**src/rtl/alu_divider.sv**
```systemverilog
// rtl/alu_divider.sv - multi-cycle restoring divider with quotient/remainder, N/Z and divide-by-zero flags
// Optional signed division is compiled in with `define SIGNED_DIV_EN.
module alu_divider #(
  parameter int WIDTH = 32
) (
  input  logic             clk,
  input  logic             rst_n,
  input  logic             start,
  input  logic [WIDTH-1:0] A,
  input  logic [WIDTH-1:0] B,
  input  logic             is_signed,
  output logic             busy,
  output logic             done,
  output logic [WIDTH-1:0] Q,
  output logic [WIDTH-1:0] R,
  output logic             N,
  output logic             Z,
  output logic             dbz
);

  localparam int CW = $clog2(WIDTH + 1);

  typedef enum logic [1:0] {IDLE, CALC, DONE} state_t;

  state_t           state_q, state_d;
  logic [CW-1:0]    cnt_q, cnt_d;
  logic [WIDTH:0]   rem_q, rem_d;
  logic [WIDTH-1:0] quo_q, quo_d;
  logic [WIDTH-1:0] div_q, div_d;
  logic [WIDTH-1:0] q_q, q_d;
  logic [WIDTH-1:0] r_q, r_d;
  logic             n_q, n_d;
  logic             z_q, z_d;
  logic             dbz_q, dbz_d;

  logic [WIDTH-1:0] a_mag, b_mag;
  logic [WIDTH+1:0] rem_sh;
  logic [WIDTH:0]   rem_step;
  logic [WIDTH-1:0] quo_step;
  logic [WIDTH-1:0] q_fin, r_fin;
  logic             accept;

  assign accept = (state_q == IDLE) && start && (B != '0);

  // One restoring step: shift {rem,quo} left, subtract divisor when it fits.
  always_comb begin
    rem_sh   = {rem_q, quo_q[WIDTH-1]};
    rem_step = rem_sh[WIDTH:0];
    quo_step = {quo_q[WIDTH-2:0], 1'b0};
    if (rem_sh >= {2'b00, div_q}) begin
      rem_step    = rem_sh[WIDTH:0] - {1'b0, div_q};
      quo_step[0] = 1'b1;
    end
  end

`ifdef SIGNED_DIV_EN
  logic a_neg, b_neg;
  logic neg_q_q, neg_q_d;
  logic neg_r_q, neg_r_d;

  assign a_neg = is_signed & A[WIDTH-1];
  assign b_neg = is_signed & B[WIDTH-1];
  assign a_mag = a_neg ? (~A + 1'b1) : A;
  assign b_mag = b_neg ? (~B + 1'b1) : B;

  always_comb begin
    neg_q_d = neg_q_q;
    neg_r_d = neg_r_q;
    if (accept) begin
      neg_q_d = a_neg ^ b_neg;
      neg_r_d = a_neg;
    end
  end

  always_ff @(posedge clk or negedge rst_n) begin
    if (!rst_n) begin
      neg_q_q <= 1'b0;
      neg_r_q <= 1'b0;
    end else begin
      neg_q_q <= neg_q_d;
      neg_r_q <= neg_r_d;
    end
  end

  // Truncating division: quotient sign from operand signs, remainder follows the dividend.
  assign q_fin = neg_q_q ? (~quo_step + 1'b1) : quo_step;
  assign r_fin = neg_r_q ? (~rem_step[WIDTH-1:0] + 1'b1) : rem_step[WIDTH-1:0];
`else
  logic unused_is_signed;

  assign unused_is_signed = is_signed;
  assign a_mag = A;
  assign b_mag = B;
  assign q_fin = quo_step;
  assign r_fin = rem_step[WIDTH-1:0];
`endif

  always_comb begin
    state_d = state_q;
    cnt_d   = cnt_q;
    rem_d   = rem_q;
    quo_d   = quo_q;
    div_d   = div_q;
    q_d     = q_q;
    r_d     = r_q;
    n_d     = n_q;
    z_d     = z_q;
    dbz_d   = dbz_q;
    case (state_q)
      IDLE: begin
        if (start) begin
          if (B == '0) begin
            q_d     = '1;
            r_d     = A;
            n_d     = 1'b1;
            z_d     = 1'b0;
            dbz_d   = 1'b1;
            state_d = DONE;
          end else begin
            rem_d   = '0;
            quo_d   = a_mag;
            div_d   = b_mag;
            cnt_d   = CW'(WIDTH);
            state_d = CALC;
          end
        end
      end
      CALC: begin
        rem_d = rem_step;
        quo_d = quo_step;
        cnt_d = cnt_q - CW'(1);
        if (cnt_q == CW'(1)) begin
          q_d     = q_fin;
          r_d     = r_fin;
          n_d     = q_fin[WIDTH-1];
          z_d     = (q_fin == '0);
          dbz_d   = 1'b0;
          state_d = DONE;
        end
      end
      DONE:    state_d = IDLE;
      default: state_d = IDLE;
    endcase
  end

  always_ff @(posedge clk or negedge rst_n) begin
    if (!rst_n) begin
      state_q <= IDLE;
      cnt_q   <= '0;
      rem_q   <= '0;
      quo_q   <= '0;
      div_q   <= '0;
      q_q     <= '0;
      r_q     <= '0;
      n_q     <= 1'b0;
      z_q     <= 1'b0;
      dbz_q   <= 1'b0;
    end else begin
      state_q <= state_d;
      cnt_q   <= cnt_d;
      rem_q   <= rem_d;
      quo_q   <= quo_d;
      div_q   <= div_d;
      q_q     <= q_d;
      r_q     <= r_d;
      n_q     <= n_d;
      z_q     <= z_d;
      dbz_q   <= dbz_d;
    end
  end

  assign busy = (state_q != IDLE);
  assign done = (state_q == DONE);
  assign Q    = q_q;
  assign R    = r_q;
  assign N    = n_q;
  assign Z    = z_q;
  assign dbz  = dbz_q;

endmodule

```
**config.mk**
```make
export PLATFORM = sky130hd
export DESIGN_NAME = alu_divider
export DESIGN_NICKNAME = d
export VERILOG_FILES = /design/src/rtl/alu_divider.sv
export SDC_FILE = /design/constraint.sdc
export NUM_CORES = 1
export LEC_CHECK = 0
export ABC_AREA = 1
export BUFFER_PORTS_ARGS = -buffer_cell sky130_fd_sc_hd__buf_2
export CAP_MARGIN = 5
export CORE_MARGIN = 5
export CORE_UTILIZATION = 30
export DETAILED_ROUTE_END_ITERATION = 8
export GPL_TIMING_DRIVEN = 0
export SLEW_MARGIN = 0
export SYNTH_ARGS = -nofsm -noshare
export SYNTH_HDL_FRONTEND = slang
export SYNTH_SLANG_ARGS = --single-unit
```
**constraint.sdc**
```tcl
create_clock -name clk -period 2.4 [get_ports clk]
set_input_delay 0.12 -clock clk [delete_from_list [all_inputs] [get_ports clk]]
set_output_delay 0.12 -clock clk [all_outputs]
set_load 0.02 [all_outputs]
```
======== Word-level counts from Yosys, hierarchy flattened ========
Index checks and enable logic that the tools add are counted.
Widths: inputs -> output; s select.
word-level totals
  flip-flop bits (word level) ............. 172
  bits of input ports ..................... 68
  output and inout bits ................... 69
  word-level logic and storage cells ...... 63
operators by class
  $add $sub $neg .......................... 2
  $lt $le $gt $ge ......................... 1
  equality and inequality tests ........... 7
  mux-type cells .......................... 33
  bitwise logic cells ..................... 1
  reduce and logical (&&, ||, !) cells .... 9
operators by type and width
  operator             count
  $mux 32              8
  $pmux 32 s2          3
  $mux 33              3
  $pmux 33 s2          1
  $logic_not 32->1     2
  $ge 34x32->1         1
  $sub 33x32->33       1
  $mux 6               2
  $pmux 6 s2           1
  $mux 1               8
  $eq 6x1->1 const B   1
  $mux 2               3
  $ne 2x2->1 const B   3
  $pmux 1 s2           3
  $reduce_and 3->1     2
  $sub 6x1->6 const B  1
  $pmux 2 s2           1
  $reduce_and 4->1     1
  $reduce_bool 2->1    2
  $eq 2x1->1 const B   1
  $eq 2x2->1 const B   1
  $logic_not 2->1      1
  $ne 2x1->1 const B   1
  $reduce_and 2->1     1
  $not 1->1            1

======== Depth between registers and ports, before layout ========
Gate-level depths: netlist of run 1.
  word-level depth ........................ 5
  depth in mapped cells ................... 18
  gate-level depth less buffers ........... 17

======== Worst setup path before layout of run 1 ========
Ideal clock, no wire load.
  path type ............................... register to register
  start ................................... reg quo_q[31]
  end ..................................... reg rem_q[32]
  setup time .............................. 0.117 ns
  arrival ................................. 1.936 ns
  path slack .............................. 0.347 ns
  stages on the path, launching flop included .. 15
  buffers on the path ..................... 0
  period minus slack after synthesis ...... 2.053 ns
  cell sequence ........................... dfrtp_1 > inv_1 > ha_1 > inv_1 > fa_1 > nand3_1 > nand3_1 > nand2_1 > nand2_1 > nand3_1 > nand3_1 > a21oi_1 > nand3_1 > nand3_1 > nand2_1
between the ends
  longest elaborated chain between the ends .. 3
  elaborated cells on any way between the ends .. 4
  those cells by class .................... add/sub: 1; order compare: 1; mux: 2
ends and longest elaborated chain
  item                                                   RTL line  text
  start, declared                                        28        logic [WIDTH-1:0] quo_q, quo_d;
  start signal, assigned                                 162       quo_q <= quo_d;
  $sub 33x32->33 / $ge 34x32->1 (equally long branches)  51, 50
  $mux 33 (*)                                            50        if (rem_sh >= {2'b00, div_q}) begin
  $pmux 33 s2 (*)                                        109       case (state_q)
  end signal, assigned                                   161       rem_q <= rem_d;
  end, declared                                          27        logic [WIDTH:0] rem_q, rem_d;
Every way passes the cells marked *; elsewhere a longest branch is shown, timed or not.
A chain may end at the register's enable or synchronous reset.

======== Worst setup path after layout of run 1 ========
  start ................................... reg rem_q[17]
  end ..................................... reg r_q[21] (netlist: R[21])
between the ends
  longest elaborated chain between the ends .. 4
  elaborated cells on any way between the ends .. 5
  those cells by class .................... add/sub: 1; order compare: 1; mux: 3
ends and longest elaborated chain
  item                                                   RTL line  text
  $sub 33x32->33 / $ge 34x32->1 (equally long branches)  51, 50
  $mux 33 (*)                                            50
  $mux 32 (*)                                            132       if (cnt_q == CW'(1)) begin
  $pmux 32 s2 (*)                                        109
  end signal, assigned                                   165       r_q <= r_d;
  end, declared                                          31        logic [WIDTH-1:0] r_q, r_d;
Every way passes the cells marked *; elsewhere a longest branch is shown, timed or not. The select of a mux whose other input is x is not followed.

==> results.rst, run 1 <==
.. list-table::
   :header-rows: 1

   * - Metric
     - Value
   * - Seq cells post-synth
     - ~170
   * - Worst setup SP type
     - flop
   * - Fin crit share
     - 0.976
   * - Worst Tran Pin Value
     - approximately 770 ps
   * - Post-route setup slack
     - 57.8 ps
   * - Status
     - finished, final reports clean
   * - Static Leakage
     - slightly above 7 nW
   * - Average size of a mapped cell
     - about 7 sq um
   * - Share of Yosys cell area claimed by the top area cell type
     - 0.412
   * - Count of buffer and inverter cells on the critical path
     - 4
   * - Average wire per cell in the routed design
     - 16.3 microns
   * - CTS max path bufs
     - 2
   * - Critical path data arrival time
     - roughly 2700 ps
   * - Post-route DRC violation count
     - 0
   * - Initial antenna violation count
     - 0
   * - Final Hold Violating Endpoints
     - 0
   * - Worst IR Drop VDD
     - around 640 uV
   * - Detailed-placement wirelength estimate
     - around 27 mm
   * - Clock period minus worst slack
     - approximately 2300 ps
   * - Detailed-route wire length
     - about 35 mm
   * - Max transition margin
     - 0.486
   * - Clk Latency, worst-skew pair
     - between 400 and 500 ps
   * - Part of the Yosys area used for sequential elements
     - 0.412
   * - Proportion of synthesized flip-flops having asynchronous set or reset
     - 1.00
   * - Total number of vias
     - around 10k
   * - Relative area change from synthesis to final layout
     - 32.9%
   * - Synthesized Nets
     - between 1.5k and 2k
   * - Clock-pin slew reported for the worst setup and hold paths after clock tree synthesis
     - around 80 ps
   * - Flip-flop cell with the highest count after synthesis
     - dfrtp_1
   * - Final Slew Violations
     - 0
   * - Nets
     - 1813
   * - IO Pins
     - 137
   * - Horiz. Die Dim
     - roughly 200 microns
   * - Worst clock skew
     - ~8.8 ps
   * - Count of max-cap constraint violations
     - 0
   * - Pre-CTS worst setup slack
     - -483 ps
   * - Detailed Routing Iterations Pass 1
     - 8
   * - Mapped Cells
     - between 1k and 1.5k
   * - Final setup violating endpoints
     - 0
   * - Die span in y
     - about 200 microns
   * - Average vias per placed instance
     - ~4.7
   * - Kind of critical path
     - reg2reg
   * - Number of cells in the finished layout apart from fillers
     - roughly 2.2k
   * - Largest stage delay on the critical path
     - around 450 ps
   * - Placement Rows
     - 68
   * - Global-route total usage across every layer
     - 0.180
   * - CTS tree
     - yes
   * - Yosys Warn Count
     - 0
   * - Cell at the slowest stage of the critical path
     - dfrtp_2
   * - Largest net degree at the start of global routing
     - ~120
   * - Unrepaired setup endpoints after global routing
     - yes
   * - Number of DRC markers after the initial detailed-route iteration
     - 600
   * - Area leader, netlist
     - dfrtp_1
   * - Number of synthesized flops with an enable pin
     - 0
   * - Worst-path fanout max
     - 5
   * - H-tree level count
     - 4
   * - Crit-path most repeated cell
     - nor2_4
   * - Number of buffers created by CTS
     - 17
   * - Classification of the worst-slack hold path
     - in2reg
   * - Total congestion overflow
     - 0
   * - CP top delay family
     - simple AND/OR/NAND/NOR gates
   * - Core Area
     - ~34000 sq um
   * - Initial Utilization
     - 0.302
   * - CTS sink count
     - 171
   * - Netlist area before placement
     - slightly above 10000 sq um
   * - Via count of the first global-routing pass
     - 10.1k
   * - Highest attainable clock frequency
     - between 400 and 500 MHz
   * - Data required time of the critical path
     - around 2700 ps
   * - Root Driver
     - clkbuf_16
   * - Critical path capture point type
     - flop
   * - Cell types with the largest area share after synthesis
     - dfrtp_1 (41%), nand2_1 (14%), inv_1 (9.5%), nand3_1 (5.6%), nor2_1 (4.5%)
   * - Weighted congestion at the end of routability-driven global placement
     - between 0.9 and 1
   * - Power density relative to cell area
     - approximately 1500 nW/um^2
   * - Die Area
     - 38400 sq um
   * - Number of distinct standard cells referenced by the synthesized netlist
     - 37
   * - Cells traversed along the worst timing path
     - ha_4, nand2_4, nor2_4, inv_2, nor2_4, nand2_1, nor2_2, nor2_4, nand2_8, nor2_8, buf_12, clkbuf_16, nand2_8, nand3_4, nand2_1, inv_1
   * - Share of final-layout standard cells stronger than drive strength 1
     - 0.246
   * - Remaining antenna violation count after routing
     - 0
   * - Number of placed instances, taps included
     - just over 2k
   * - Count of antenna diodes in the layout
     - 0
   * - First-pass GRT wire length
     - 55.0 mm
   * - Number of I/O port buffers
     - 135
-- state kept, by name, indices dropped and copies added (netlist names) --
register / count
Q: 32
R: 32
Z: 1
cnt_q: 6
dbz: 1
div_q: 32
quo_q: 32
rem_q: 33
state_q: 2
-- final timing paths --
path | from | end | slack, ps | depth (start not counted)
max in group asynchronous | rst_n | rem_q[14]$_DFFE_PN0P_ | 1200 | 3
worst min register to register | div_q[22]$_DFFE_PN0P_ | div_q[22]$_DFFE_PN0P_ | 490 | 2
worst max register to register | rem_q[17]$_DFFE_PN0P_ | R[21]$_DFFE_PN0P_ | 60 | 16
worst max-delay path | rem_q[17]$_DFFE_PN0P_ | R[21]$_DFFE_PN0P_ | 60 | 16
min in group asynchronous | rst_n | div_q[26]$_DFFE_PN0P_ | 170 | 2
worst min-delay path | A[16] | quo_q[16]$_DFFE_PN0P_ | 30 | 5
-- worst min-delay path, stage by stage --
cell	delay [ps]
buf_2	80
nand2_1	60
o21ai_0	70
nand2_1	50
o21ai_1	60
-- logic make-up (layout without fill, tap and decap cells) --
kind of cell | after synthesis | in the layout | synth area share
AOI/OAI and AO/OA | 164 | 164 | 0.0807
xor gates and xnor gates | 18 | 18 | 0.0152
adders and majority gates | 35 | 35 | 0.0429
buffers and inverters | 324 | 565 | 0.124
DFF | 171 | 171 | 0.412
and+or+nand+nor | 770 | 770 | 0.325
-- synthesized netlist by cell type (18+ instances only) --
cell	number
nand3_1	117
or2_0	18
nand2_1	401
a21oi_1	67
nor2_1	124
nand2_2	25
xor2_1	18
inv_1	264
dfrtp_1	171
ha_1	34
clkbuf_1	18
o21ai_0	79
buf_2	19
nand4_1	27
-- cell usage in the layout, fill, tap and decap left out, types with 3 or more instances in the layout --
master / count
nand2_1: 377
inv_1: 249
buf_2: 154
dfrtp_1: 153
nor2_1: 114
nand3_1: 90
o21ai_0: 78
a21oi_1: 63
buf_4: 38
nand2_2: 34
dlygate4sd3_1: 33
ha_4: 29
nand4_1: 27
inv_2: 24
nand3_2: 24
clkbuf_16: 19
or2_0: 18
xor2_1: 18
dfrtp_2: 18
clkbuf_1: 16
nand2_4: 14
o21ai_1: 13
nor3_1: 12
nor2_4: 11
nor4_1: 9
or2_1: 9
nor2_2: 8
inv_6: 7
or2_2: 6
a21oi_2: 5
nand3b_1: 5
ha_1: 5
and2_1: 4
clkbuf_2: 4
buf_12: 4
buf_6: 3
nand3_4: 3
-- area by class of cell --
type	instances	area, sq um
plain buffers	50	300
clock buffers	18	439
clock inverters	14	173
fillers	3595	20600
inverters	274	1030
multi-input cells	987	5600
flip-flops and latches	171	4300
well taps	455	569
repair buffers	209	1400
-- metrics by stage --
step	utilization	hold slack [ps]	power [mW]	setup TNS, ps	instance area, sq um
CTS	0.381	10.7	19.9	-2.68	13100
finish	0.402	28.6	21.2	0	13800
detailed placement	0.339	65.6	16.0	-30900	11700
floorplan	-	-176	12.6	0	10400
global route	0.402	42.2	23.0	-246	13800
global placement	0.338	383	15.9	-295150	11600
-- where the power goes --
group | leakage [nW] | switching [mW] | internal (mW)
registers | 1.99 | 0.849 | 4.21
logic | 4.92 | 8.35 | 4.87
clock network | 0.300 | 1.32 | 1.61
total | 7.21 | 10.5 | 10.7
-- repair_timing --
action / in CTS / in global routing
pin swaps: 10 / 34
gates cloned: 0 / 2
gates resized for setup: 63 / 126
endpoints found under the setup margin: 69 / 82
hold buffers: 33 / 0
endpoints found under the hold margin: 85 / 0
setup buffers: 13 / 25
-- per-layer routing --
layer / share of wire / vias to the layer above / global-route usage
li1: - / 5062 / -
met1: 0.47 / 4789 / 0.245
met2: 0.47 / 258 / 0.304
met3: 0.045 / 46 / 0.0271
met4: 0.019 / 0 / 0.0440
met5: 0 / - / 0
(Power assumes the default switching activity.)
==> inputs of run 2 (changes only) <==
- MAX_ROUTING_LAYER: not set -> met4
==> results.rst, run 2 (same netlist as run 1, synthesis figures left out) <==
.. list-table::
   :header-rows: 1

   * - Metric
     - Value
   * - Violations in the final reports
     - negative setup slack
   * - Status
     - complete, but fails checks
   * - Clk Latency, worst-skew pair
     - 450 ps (about the same)
   * - Final setup violating endpoints
     - 2 (+2)
   * - Remaining antenna violation count after routing
     - 0 (unchanged)
   * - Worst IR Drop VDD
     - 596 uV (-7.1%)
   * - Placed Area
     - 11700 sq um (unchanged)
   * - Classification of the worst-slack hold path
     - in2reg
   * - Global-route total usage across every layer
     - 0.187 (+0.00678)
   * - Crit Reg-Reg Startpoint
     - quo_q[31]$_DFFE_PN0P_
   * - CTS max path bufs
     - 2 (unchanged)
   * - Worst setup SP type
     - flop
   * - Register ranked first by flip-flop count
     - rem_q
   * - Number of DRC markers after the initial detailed-route iteration
     - 611 (+1.8%)
   * - Worst hold stages
     - 3 (-2)
   * - CP top delay family
     - simple AND/OR/NAND/NOR gates
   * - Flip-flop count of the largest register after layout
     - 33 (unchanged)
   * - Cells on worst reg2reg path
     - 15 (-1)
   * - Number of buffers created by CTS
     - 17 (unchanged)
   * - Relative area change from synthesis to final layout
     - 32.8% (about the same)
   * - Most frequent standard cell in the layout excluding fill and tap cells
     - nand2_1
   * - Final Hold Violating Endpoints
     - 0 (unchanged)
   * - Number of I/O port buffers
     - 135 (unchanged)
   * - H-tree level count
     - 4 (unchanged)
   * - Fill cell count
     - 3595 (unchanged)
   * - Unrepaired setup endpoints after global routing
     - yes
   * - Horiz. Die Dim
     - 196 microns (unchanged)
   * - IO Pins
     - 137 (unchanged)
   * - First-pass GRT wire length
     - 55.5 mm (+1.0%)
   * - Critical path data arrival time
     - 2800 ps (+120 ps)
   * - Clock-pin slew reported for the worst setup and hold paths after clock tree synthesis
     - 70 ps (about the same)
   * - Data required time of the critical path
     - 2790 ps (+50 ps)
   * - Worst reg2reg endpoint
     - R[30]$_DFFE_PN0P_
   * - Die span in y
     - 196 microns (unchanged)
   * - Worst clock skew
     - 9.43 ps (+0.615 ps)
   * - Worst Hold End
     - div_q[22]$_DFFE_PN0P_
   * - Count of antenna diodes in the layout
     - 0 (unchanged)
   * - Worst-case register-to-register setup slack
     - -7 ps (-70 ps)
   * - Detailed-route wire length
     - 35.8 mm (+0.91%)
   * - Critical path capture point type
     - flop
   * - Weighted congestion at the end of routability-driven global placement
     - 0.993 (+1.3%)
   * - Kind of critical path
     - reg2reg
   * - Static Leakage
     - 7.27 nW (+0.82%)
   * - Initial Utilization
     - 0.302 (unchanged)
   * - Max transition margin
     - 0.463 (-0.0224)
   * - Root Driver
     - clkbuf_16
   * - Count of buffer and inverter cells on the critical path
     - 5 (+1)
   * - Highest attainable clock frequency
     - 415 MHz (-2.7%)
   * - Worst-path fanout max
     - 6 (+1)
   * - Leading cell types in the layout, fill and taps excluded
     - nand2_1 (376), inv_1 (254), buf_2 (153)
   * - Total number of vias
     - 10.2k (+0.46%)
   * - Power density relative to cell area
     - 1540 nW/um^2 (+0.47%)
   * - Post-route setup slack
     - -7.47 ps (-65.3 ps)
   * - Placement Rows
     - 68 (unchanged)
   * - PnR Total Power
     - 21.3 mW (+0.37%)
   * - Share of final-layout standard cells stronger than drive strength 1
     - 0.244 (-0.00235)
   * - Cells traversed along the worst timing path
     - inv_2, ha_4, inv_2, fa_2, nand4_1, nand3_2, nand2_4, nand2_8, nor2_8, buf_12, clkbuf_16, nand2_4, nand3_2, nand2_1, inv_1
   * - Largest net degree at the start of global routing
     - 111 (-6.7%)
   * - Average vias per placed instance
     - 4.70 (+0.83%)
   * - Startpoint of the most critical hold path
     - B[22]
   * - Post-layout instance area
     - 13800 sq um (about the same)
   * - Die Area
     - 38400 sq um (unchanged)
   * - Final Slew Violations
     - 0 (unchanged)
   * - Largest stage delay on the critical path
     - 420 ps (-30 ps)
   * - Total congestion overflow
     - 0 (unchanged)
   * - Detailed Routing Iterations Pass 1
     - 5 (-3)
   * - Post-route DRC violation count
     - 0 (unchanged)
   * - CTS sink count
     - 171 (unchanged)
   * - Core Area
     - 34400 sq um (unchanged)
   * - Clock period minus worst slack
     - 2410 ps (+65.3 ps)
   * - Count of max-cap constraint violations
     - 0 (unchanged)
   * - Nets
     - 1806 (-0.39%)
   * - CTS tree
     - yes
   * - Detailed-placement wirelength estimate
     - 27.2 mm (+0.47%)
   * - Worst Tran Pin Value
     - 805 ps (+33.7 ps)
   * - Initial antenna violation count
     - 0 (unchanged)
   * - Fin crit share
     - 1.00 (+0.0272)
   * - Final TNS setup
     - -10.8 ps (-10.8 ps)
   * - Via count of the first global-routing pass
     - 10.1k (+0.75%)
   * - Cell at the slowest stage of the critical path
     - dfrtp_1
   * - Average wire per cell in the routed design
     - 16.5 microns (+1.3%)
run 2: cell count changes in the layout (fill, tap and decap cells not counted), sizes merged, moves of 2 or more:
cell         before  now
buf             204  198
inv             283  277
clkbuf           40   43
dlygate4sd3      33   30
clkinv            2    4
run 2: tightest hold or removal path, stage by stage:
cell and delay (ps):
buf_2 100, inv_1 90, o21ai_0 100
run 2: how the worst max path moves through the flow:
stage | start | end | slack [ps] | cells after the start
floorplan | quo_q[31]$_DFFE_PN0P_ | rem_q[32]$_DFFE_PN0P_ | 350 | 14
global placement | rst_n | Q[9]$_DFFE_PN0P_ | -1660 | 1
detailed placement | B[16] | div_q[26]$_DFFE_PN0P_ | -410 | 11
CTS | rem_q[2]$_DFFE_PN0P_ | R[13]$_DFFE_PN0P_ | -1 | 17
global route | div_q[15]$_DFFE_PN0P_ | R[24]$_DFFE_PN0P_ | -80 | 17
finish | quo_q[31]$_DFFE_PN0P_ | R[30]$_DFFE_PN0P_ | -7 | 15
run 2: final cells by class:
| cell class | instances | area (sq um) | area share |
|---|---|---|---|
| Multi-Input combinational cell | 987 | 5630 | 0.408 |
| Sequential cell | 171 | 4300 | 0.312 |
| Timing Repair Buffer | 202 | 1360 | 0.0986 |
| Inverter | 274 | 1030 | 0.0746 |
| Tap cell | 455 | 569 | 0.0413 |
| Clock buffer | 19 | 443 | 0.0321 |
| Buffer | 50 | 293 | 0.0212 |
| Clock inverter | 12 | 163 | 0.0118 |
run 2: metal layers:
metal | GRT usage | wire (microns) | vias to the layer above
li1 | - | - | 5047
met4 | 0.0540 | 689 | 0
met1 | 0.246 | 16600 | 4854
met3 | 0.0258 | 1300 | 54
met5 | - | 0 | -
met2 | 0.303 | 17100 | 247
run 2: stage by stage:
stage | instances | setup slack, ps | util | hold WS (ps)
floorplan | 1482 | 347 | - | -176
global placement | 2072 | -1660 | 0.338 | 383
detailed placement | 2073 | -409 | 0.339 | 95.7
CTS | 2135 | -1.34 | 0.376 | 2.74
global route | 2170 | -83.7 | 0.401 | 35.5
finish | 2170 | -7.47 | 0.401 | 10.7
run 2: repair_timing:
action / 4_1_cts / 5_1_grt
endpoints found under the setup margin: 55 / 88
setup buffers: 1 / 33
gates cloned: 0 / 2
pin swaps: 3 / 46
hold endpoints to repair: 90 / 0
hold buffers: 30 / 0
gates resized for setup: 43 / 150
run 2: power by group:
group | switching [mW] | internal (mW) | leakage, nW | total [mW]
clock | 1.26 | 1.67 | 0.290 | 2.93
sequential | 0.875 | 4.22 | 1.99 | 5.09
combinational | 8.41 | 4.86 | 4.99 | 13.3
